<file path="config.mk">
export PLATFORM = sky130hd
export DESIGN_NAME = alu_ctrl_fsm
export DESIGN_NICKNAME = d
export VERILOG_FILES = /design/src/rtl/alu_ctrl_fsm.sv
export SDC_FILE = /design/constraint.sdc
export NUM_CORES = 1
export LEC_CHECK = 0
export CORE_ASPECT_RATIO = 0.9
export CORE_MARGIN = 2
export CORE_UTILIZATION = 40
export DETAILED_ROUTE_END_ITERATION = 12
export PLACE_DENSITY = 0.74
export SYNTH_ARGS = -nofsm -noshare
export SYNTH_HDL_FRONTEND = slang
export SYNTH_SLANG_ARGS = --single-unit
</file>
<file path="constraint.sdc">
create_clock -name clk -period 4.16 [get_ports clk]
set_input_delay 1.04 -clock clk [delete_from_list [all_inputs] [get_ports clk]]
set_output_delay 1.04 -clock clk [all_outputs]
set_load 0.005 [all_outputs]
</file>
<file path="src/rtl/alu_ctrl_fsm.sv">
// Multi-cycle control FSM for the MIPS-subset CPU: sequences each instruction through
// FETCH/DECODE/EXE/MEM/WB, drives the ALU op code and datapath write enables.
module alu_ctrl_fsm #(
    parameter int unsigned ST_W = 4
) (
    input  logic       clk,
    input  logic       rst,
    input  logic [5:0] Op,
    input  logic [5:0] Funct,
    input  logic       ZF,
    input  logic       OF,
    output logic [5:0] ALUCtrl,
    output logic       ALUSrcA,
    output logic [1:0] ALUSrcB,
    output logic       ExtOp,
    output logic [1:0] PCSrc,
    output logic       PCWr,
    output logic       IRWr,
    output logic       MemWr,
    output logic       RegWr,
    output logic       RegDst,
    output logic       MemToReg,
    output logic       OvErr
);

    typedef enum logic [ST_W-1:0] {
        StFetch,
        StDecode,
        StExe,
        StMemRd,
        StMemWr,
        StWb,
        StBranch,
        StJump
    } state_e;

    // ALU operation codes
    localparam logic [5:0] AluAddu = 6'b000000;
    localparam logic [5:0] AluSubu = 6'b000001;
    localparam logic [5:0] AluAdd  = 6'b000100;
    localparam logic [5:0] AluSub  = 6'b000101;
    localparam logic [5:0] AluAnd  = 6'b001000;
    localparam logic [5:0] AluOr   = 6'b001001;
    localparam logic [5:0] AluXor  = 6'b001011;
    localparam logic [5:0] AluSlt  = 6'b001110;
    localparam logic [5:0] AluNull = 6'b111111;

    // Opcodes
    localparam logic [5:0] OpRtype = 6'b000000;
    localparam logic [5:0] OpAddi  = 6'b001000;
    localparam logic [5:0] OpAddiu = 6'b001001;
    localparam logic [5:0] OpAndi  = 6'b001100;
    localparam logic [5:0] OpOri   = 6'b001101;
    localparam logic [5:0] OpLw    = 6'b100011;
    localparam logic [5:0] OpSw    = 6'b101011;
    localparam logic [5:0] OpBeq   = 6'b000100;
    localparam logic [5:0] OpJ     = 6'b000010;

    // R-type function codes
    localparam logic [5:0] FnAdd  = 6'b100000;
    localparam logic [5:0] FnAddu = 6'b100001;
    localparam logic [5:0] FnSub  = 6'b100010;
    localparam logic [5:0] FnSubu = 6'b100011;
    localparam logic [5:0] FnAnd  = 6'b100100;
    localparam logic [5:0] FnOr   = 6'b100101;
    localparam logic [5:0] FnXor  = 6'b100110;
    localparam logic [5:0] FnSlt  = 6'b101010;

    state_e state_q, state_d;
    logic   ovf_q;
    logic   overr_q;

    logic       is_rtype, is_addi, is_addiu, is_andi, is_ori, is_lw, is_sw, is_beq, is_j;
    logic       is_ialu, goes_exe;
    logic [5:0] r_alu;
    logic       r_valid;
    logic       ovf_chk;
    logic       wb_valid;
    logic [5:0] exe_alu;
    logic [1:0] exe_srcb;
    logic       exe_ext;

    assign is_rtype = (Op == OpRtype);
    assign is_addi  = (Op == OpAddi);
    assign is_addiu = (Op == OpAddiu);
    assign is_andi  = (Op == OpAndi);
    assign is_ori   = (Op == OpOri);
    assign is_lw    = (Op == OpLw);
    assign is_sw    = (Op == OpSw);
    assign is_beq   = (Op == OpBeq);
    assign is_j     = (Op == OpJ);
    assign is_ialu  = is_addi | is_addiu | is_andi | is_ori;
    assign goes_exe = is_rtype | is_ialu | is_lw | is_sw;

    always_comb begin
        r_alu   = AluNull;
        r_valid = 1'b1;
        unique case (Funct)
            FnAdd:   r_alu = AluAdd;
            FnAddu:  r_alu = AluAddu;
            FnSub:   r_alu = AluSub;
            FnSubu:  r_alu = AluSubu;
            FnAnd:   r_alu = AluAnd;
            FnOr:    r_alu = AluOr;
            FnXor:   r_alu = AluXor;
            FnSlt:   r_alu = AluSlt;
            default: r_valid = 1'b0;
        endcase
    end

    // Only the trapping add/sub forms may block writeback on overflow.
    assign ovf_chk  = (is_rtype & ((Funct == FnAdd) | (Funct == FnSub))) | is_addi;
    assign wb_valid = (is_rtype & r_valid) | is_ialu | is_lw;

    always_comb begin
        exe_alu  = AluNull;
        exe_srcb = 2'b00;
        exe_ext  = 1'b0;
        if (is_rtype) begin
            exe_alu = r_alu;
        end else if (is_addi) begin
            exe_alu  = AluAdd;
            exe_srcb = 2'b10;
            exe_ext  = 1'b1;
        end else if (is_addiu || is_lw || is_sw) begin
            exe_alu  = AluAddu;
            exe_srcb = 2'b10;
            exe_ext  = 1'b1;
        end else if (is_andi) begin
            exe_alu  = AluAnd;
            exe_srcb = 2'b10;
        end else if (is_ori) begin
            exe_alu  = AluOr;
            exe_srcb = 2'b10;
        end
    end

    always_ff @(posedge clk or posedge rst) begin
        if (rst) begin
            state_q <= StFetch;
            ovf_q   <= 1'b0;
            overr_q <= 1'b0;
        end else begin
            state_q <= state_d;
            if (state_q == StExe) begin
                ovf_q <= OF & ovf_chk;
            end
            if ((state_q == StWb) && ovf_q) begin
                overr_q <= 1'b1;
            end
        end
    end

    // Outputs are held inactive while reset is asserted, even though the state reads FETCH.
    always_comb begin
        state_d  = state_q;
        ALUCtrl  = AluNull;
        ALUSrcA  = 1'b0;
        ALUSrcB  = 2'b00;
        ExtOp    = 1'b0;
        PCSrc    = 2'b00;
        PCWr     = 1'b0;
        IRWr     = 1'b0;
        MemWr    = 1'b0;
        RegWr    = 1'b0;
        RegDst   = 1'b0;
        MemToReg = 1'b0;
        if (!rst) begin
            unique case (state_q)
                StFetch: begin
                    ALUCtrl = AluAddu;
                    ALUSrcB = 2'b01;
                    PCWr    = 1'b1;
                    IRWr    = 1'b1;
                    state_d = StDecode;
                end
                StDecode: begin
                    ALUCtrl = AluAddu;
                    ALUSrcB = 2'b11;
                    ExtOp   = 1'b1;
                    if (goes_exe) begin
                        state_d = StExe;
                    end else if (is_beq) begin
                        state_d = StBranch;
                    end else if (is_j) begin
                        state_d = StJump;
                    end else begin
                        state_d = StFetch;
                    end
                end
                StExe: begin
                    ALUSrcA = 1'b1;
                    ALUCtrl = exe_alu;
                    ALUSrcB = exe_srcb;
                    ExtOp   = exe_ext;
                    if (is_lw) begin
                        state_d = StMemRd;
                    end else if (is_sw) begin
                        state_d = StMemWr;
                    end else begin
                        state_d = StWb;
                    end
                end
                StMemRd: begin
                    state_d = StWb;
                end
                StMemWr: begin
                    MemWr   = 1'b1;
                    state_d = StFetch;
                end
                StWb: begin
                    RegWr    = ~ovf_q & wb_valid;
                    RegDst   = is_rtype;
                    MemToReg = is_lw;
                    state_d  = StFetch;
                end
                StBranch: begin
                    ALUSrcA = 1'b1;
                    ALUCtrl = AluSubu;
                    PCSrc   = 2'b01;
                    PCWr    = ZF;
                    state_d = StFetch;
                end
                StJump: begin
                    PCSrc   = 2'b10;
                    PCWr    = 1'b1;
                    state_d = StFetch;
                end
                default: begin
                    state_d = StFetch;
                end
            endcase
        end
    end

    assign OvErr = overr_q;

endmodule

</file>
* Yosys cells after proc, flatten, opt, wreduce, memory -nomap -nowiden *
Index checks and enable logic that the tools add are counted.

cells by class
  equality and inequality tests = 23
  reduce and logical (&&, ||, !) cells = 9
  bitwise gates (word level) = 15
  multiplexer cells = 43

operators by type and width
  kind                                                             count
  6-bit == test, second input constant                             10
  6-bit case mux with 8 select lines                               1
  6-bit two-way mux                                                6
  6-bit by 4-bit == test with 1-bit output, second input constant  4
  1-bit two-way mux                                                19
  6-bit case mux with 3 select lines                               1
  4-bit by 3-bit == test with 1-bit output, second input constant  4
  2-bit two-way mux                                                7
  3-bit two-way mux                                                4
  3-bit case mux with 4 select lines                               1
  1-bit OR                                                         10
  4-bit by 2-bit == test with 1-bit output, second input constant  2
  8-bit OR reduction                                               1
  6-bit by 2-bit == test with 1-bit output, second input constant  1
  6-bit by 3-bit == test with 1-bit output, second input constant  1
  6-bit logical NOT                                                1
  2-bit case mux with 3 select lines                               1
  2-bit OR reduction                                               3
  1-bit bitwise AND                                                4
  4-bit by 1-bit == test with 1-bit output, second input constant  1
  4-bit logical NOT                                                1
  1-bit case mux with 2 select lines                               2
  2-bit case mux with 2 select lines                               1
  1-bit logical OR                                                 2
  2 further kinds                                                  2

storage, ports and cells
  input port bits = 16
  flip-flop bits (word level) = 6
  output and inout bits = 19

* Depth between registers and ports, before layout *
  depth in word-level cells = 9
  gate-level depth with buffers = 6
  gate-level depth less buffers = 4

* Least setup slack after synthesis *
No wires, ideal clock.

  kind = input -> output
  start = input port Op[4]
  end = output port ALUCtrl[5]
  data arrival time = 2.685 ns
  path slack = 0.435 ns
  stages on the path = 6
  data required time = 3.120 ns
  cell sequence = buf_6 > or4_4 > or4_4 > o21bai_4 > a21bo_2 > buf_4

between the ends
  word-level cells in the longest chain between the ends = 8

ends and longest elaborated chain
  item                                                                    line      source
  start, declared                                                         8         input logic [5:0] Op,
  6-bit by 4-bit == test with 1-bit output, or another cell as far along  87        assign is_ori = (Op == OpOri);
  6-bit two-way mux / 1-bit logical OR (equally long branches)            132, 125
  6-bit two-way mux / 1-bit logical OR (equally long branches)            129, 125
  6-bit two-way mux                                                       125       end else if (is_addiu || is_lw || is_sw) begin
  6-bit two-way mux                                                       121       end else if (is_addi) begin
  6-bit two-way mux *                                                     119       if (is_rtype) begin
  6-bit case mux with 3 select lines *                                    169       unique case (state_q)
  6-bit two-way mux *                                                     168       if (!rst) begin
  end, declared                                                           12        output logic [5:0] ALUCtrl,

Mark *: on every way between the ends. The rest lies on a longest branch, timed or not.

* Worst setup path in the final report *
  start = input port Op[5]
  end = output port ALUCtrl[5]

Same word-level chain as after synthesis.

==> flow_metrics.py <==
metrics = {
    "setup_path": {
        "slowest_stage": "or4_4",
        "cpPeakStageDelay_ns": 0.53,
        "crit_fanout": 2,
        "critPathTopFamily": "simple AND/OR/NAND/NOR gates",
        "start_kind": "input port",
        "required_ns": 3.12,
        "critical_path_class": "input port to primary output",
        "end_kind": "primary output",
        "path_cells": "dlygate4sd2_1 > or4_4 > or4_4 > o21bai_4 > a21bo_2 > dlygate4sd2_1",
        "arrival_ns": 3.03,
        "path_buf_inv": 2,
    },
    "global_route": {
        "grt_use_total": 0.240,
        "grt_antenna_before_repair": 0,
        "grt_pass1_vias": 946,
        "grt_max_degree": 16,
        "grt_pass1_wl_um": 4240,
        "overflow": 0,
    },
    "logic_synthesis": {
        "synth_cells": 110,
        "ys_types": 39,
        "yosysWarningCount": 0,
        "seq_area_frac_synth": 0.168,
        "ys_seq_elements": 5,
        "synthesis.area_um2": 743,
        "syn_nets": 126,
        "avgSynthCellArea_um2": 6.76,
    },
    "route": {
        "drt-initial-drc-count": 29,
        "drtPass1Iterations": 4,
        "wl_um": 2590,
        "wl_per_cell_um": 14.4,
        "via_count": 1030,
        "drcViolationCount": 0,
        "viasPerCell": 5.72,
        "postRouteAntennaNets": 0,
    },
    "cts": {
        "cts_tree": "built",
        "clk_latency_ns": 0.25,
        "cts_buffers": 3,
        "hold_buffers": 0,
        "clock_sinks": 5,
        "clockRootBuffer": "clkbuf_4",
        "clock_path_buffers": 2,
        "cts_max_level": 1,
        "clk_pin_slew_ns": 0.04,
    },
    "placed_design": {
        "dp_slack_ns": -0.404,
        "gp_congestion": 0.922,
        "dp_hpwl_um": 1960,
        "io_buffers": 34,
        "dpl-instance-area_um2": 1180,
        "placed_cells": 174,
    },
    "floorplan": {
        "core_um2": 1720,
        "boundaryPins": 35,
        "die-area_um2": 2220,
        "initial_core_util": 0.433,
        "die_w_um": 49.4,
        "rows": 14,
        "fp.dieH_um": 44.9,
    },
    "timing": {
        "clock_skew_ns": 0.00855,
        "setup_viol": 0,
        "final.period_utilization": 0.978,
        "drv_slew": 0,
        "worst_pin_slew_ns": 0.616,
        "fin_tns_setup_ns": 0,
        "rsz0062_at_grt": "no",
        "hold_viol_final": 0,
        "worst_slack_ns": 0.0915,
        "period_needed_ns": 4.07,
        "max_clock_freq_ghz": 0.246,
        "timing.slew.headroom": 0.586,
    },
    "finish": {
        "antenna_cells": 0,
        "fin_area_um2": 1250,
        "layout-drive-gt1-share": 0.218,
        "final_common_cell": "clkdlybuf4s50_1",
        "area_delta_synth_final_pct": 67.8,
        "nets": 173,
        "layout_common_cells": "21 x clkdlybuf4s50_1, 16 x buf_4, 14 x nor2_1",
        "final_cells": 180,
    },
    "run_status": {
        "outcome": "finished, final reports clean",
    },
    "power_and_ir_drop": {
        "p_leak_nw": 0.516,
        "power_density_nw_per_um2": 234,
        "vdd_ir_drop_max_uv": 149,
    },
    "run": {
        "drv_cap": 0,
    },
    "hold_path": {
        "hold_path.class": "register to register",
    },
}
==> final timing paths <==
check | from | to | slack, ns | cells past startpoint
min in group asynchronous | rst | state_q[1] | 1.23 | 3
worst min-delay path | OvErr | OvErr | 0.50 | 1
worst max register to register | state_q[1] | ovf_q | 2.32 | 4
worst max-delay path | Op[5] | ALUCtrl[5] | 0.09 | 6
worst min register to register | OvErr | OvErr | 0.50 | 1
max in group asynchronous | rst | OvErr | 2.80 | 3
==> registers in the layout, indices dropped and copies added, names as in the netlist <==
name / flops
state_q: 3
OvErr: 1
ovf_q: 1
==> per-stage QoR <==
step,utilization,hold slack [ns],total power [mW]
detailed placement,0.688,0.506,0.237
floorplan,-,0.460,0.153
finish,0.727,0.505,0.292
global placement,0.688,0.448,0.230
CTS,0.711,0.515,0.287
global route,0.727,0.530,0.316
==> cells in the mapped netlist <==
master      n  share of area
nand2_1    13          0.066
and2_1      2          0.017
nor2_1     14          0.071
or4_1       1          0.010
o211ai_1    2          0.020
nor3b_1     1          0.010
o21a_1      1          0.010
a21bo_2     1          0.013
a41o_1      1          0.013
nor3_1     11          0.074
or3_1       1         0.0084
nand3_1     3          0.020
nor4bb_1    1          0.013
and3_1      1         0.0084
or4_4       2          0.030
o2111ai_1   1          0.012
buf_4       1          0.010
nand2b_1    6          0.051
nor2b_1     1         0.0084
dfrtp_1     5           0.17
a31oi_1     1         0.0084
clkbuf_1    7          0.035
inv_1       3          0.015
mux2_2      1          0.015
o21ai_0     3          0.020
a311oi_2    1          0.020
nand4_1     1         0.0084
o311ai_0    1          0.012
o31ai_1     2          0.020
buf_6       1          0.015
a21oi_1     6          0.040
nor4_1      6          0.051
o41ai_1     1          0.012
nand4b_1    1          0.012
and2b_2     1          0.012
or3b_2      1          0.012
xnor2_1     1          0.012
o21bai_4    1          0.025
a211oi_1    2          0.020
==> cells by family after synthesis <==
| family | share of synthesized area |
|---|---|
| AND/OR/NAND/NOR | 0.482 |
| AO/OA/AOI/OAI | 0.247 |
| buffers and inverters | 0.0758 |
| flip-flops | 0.168 |
| XOR/XNOR | 0.0118 |
| multiplexers | 0.0152 |
==> per-layer routing <==
layer	vias up	track usage	wire, um
met4	0	0.0389	21
met3	4	0.0166	210
met2	53	0.435	1260
li1	503	-	-
met5	-	0	0
met1	470	0.324	1100
==> area by class of cell <==
class,count,area (um^2)
clock buffers,4,26.3
fillers,156,469
inverters,3,11.3
multi-input cells,93,596
flip-flops and latches,5,125
well taps,24,30.0
repair buffers,51,459
==> repair_timing <==
item                                    4_1_cts  5_1_grt
setup buffers                                 2        0
pin swaps                                     5        3
endpoints found under the setup margin        9        8
gates resized for setup                      20        6
hold endpoints to repair                      0        0
==> power by group <==
group / leakage (nW) / total, mW / internal [mW] / switching (mW)
registers: 0.0641 / 0.0910 / 0.0628 / 0.0282
logic: 0.436 / 0.142 / 0.0809 / 0.0612
clock network: 0.0150 / 0.0589 / 0.0364 / 0.0224
Note: power is estimated with default switching activity, not from simulation.
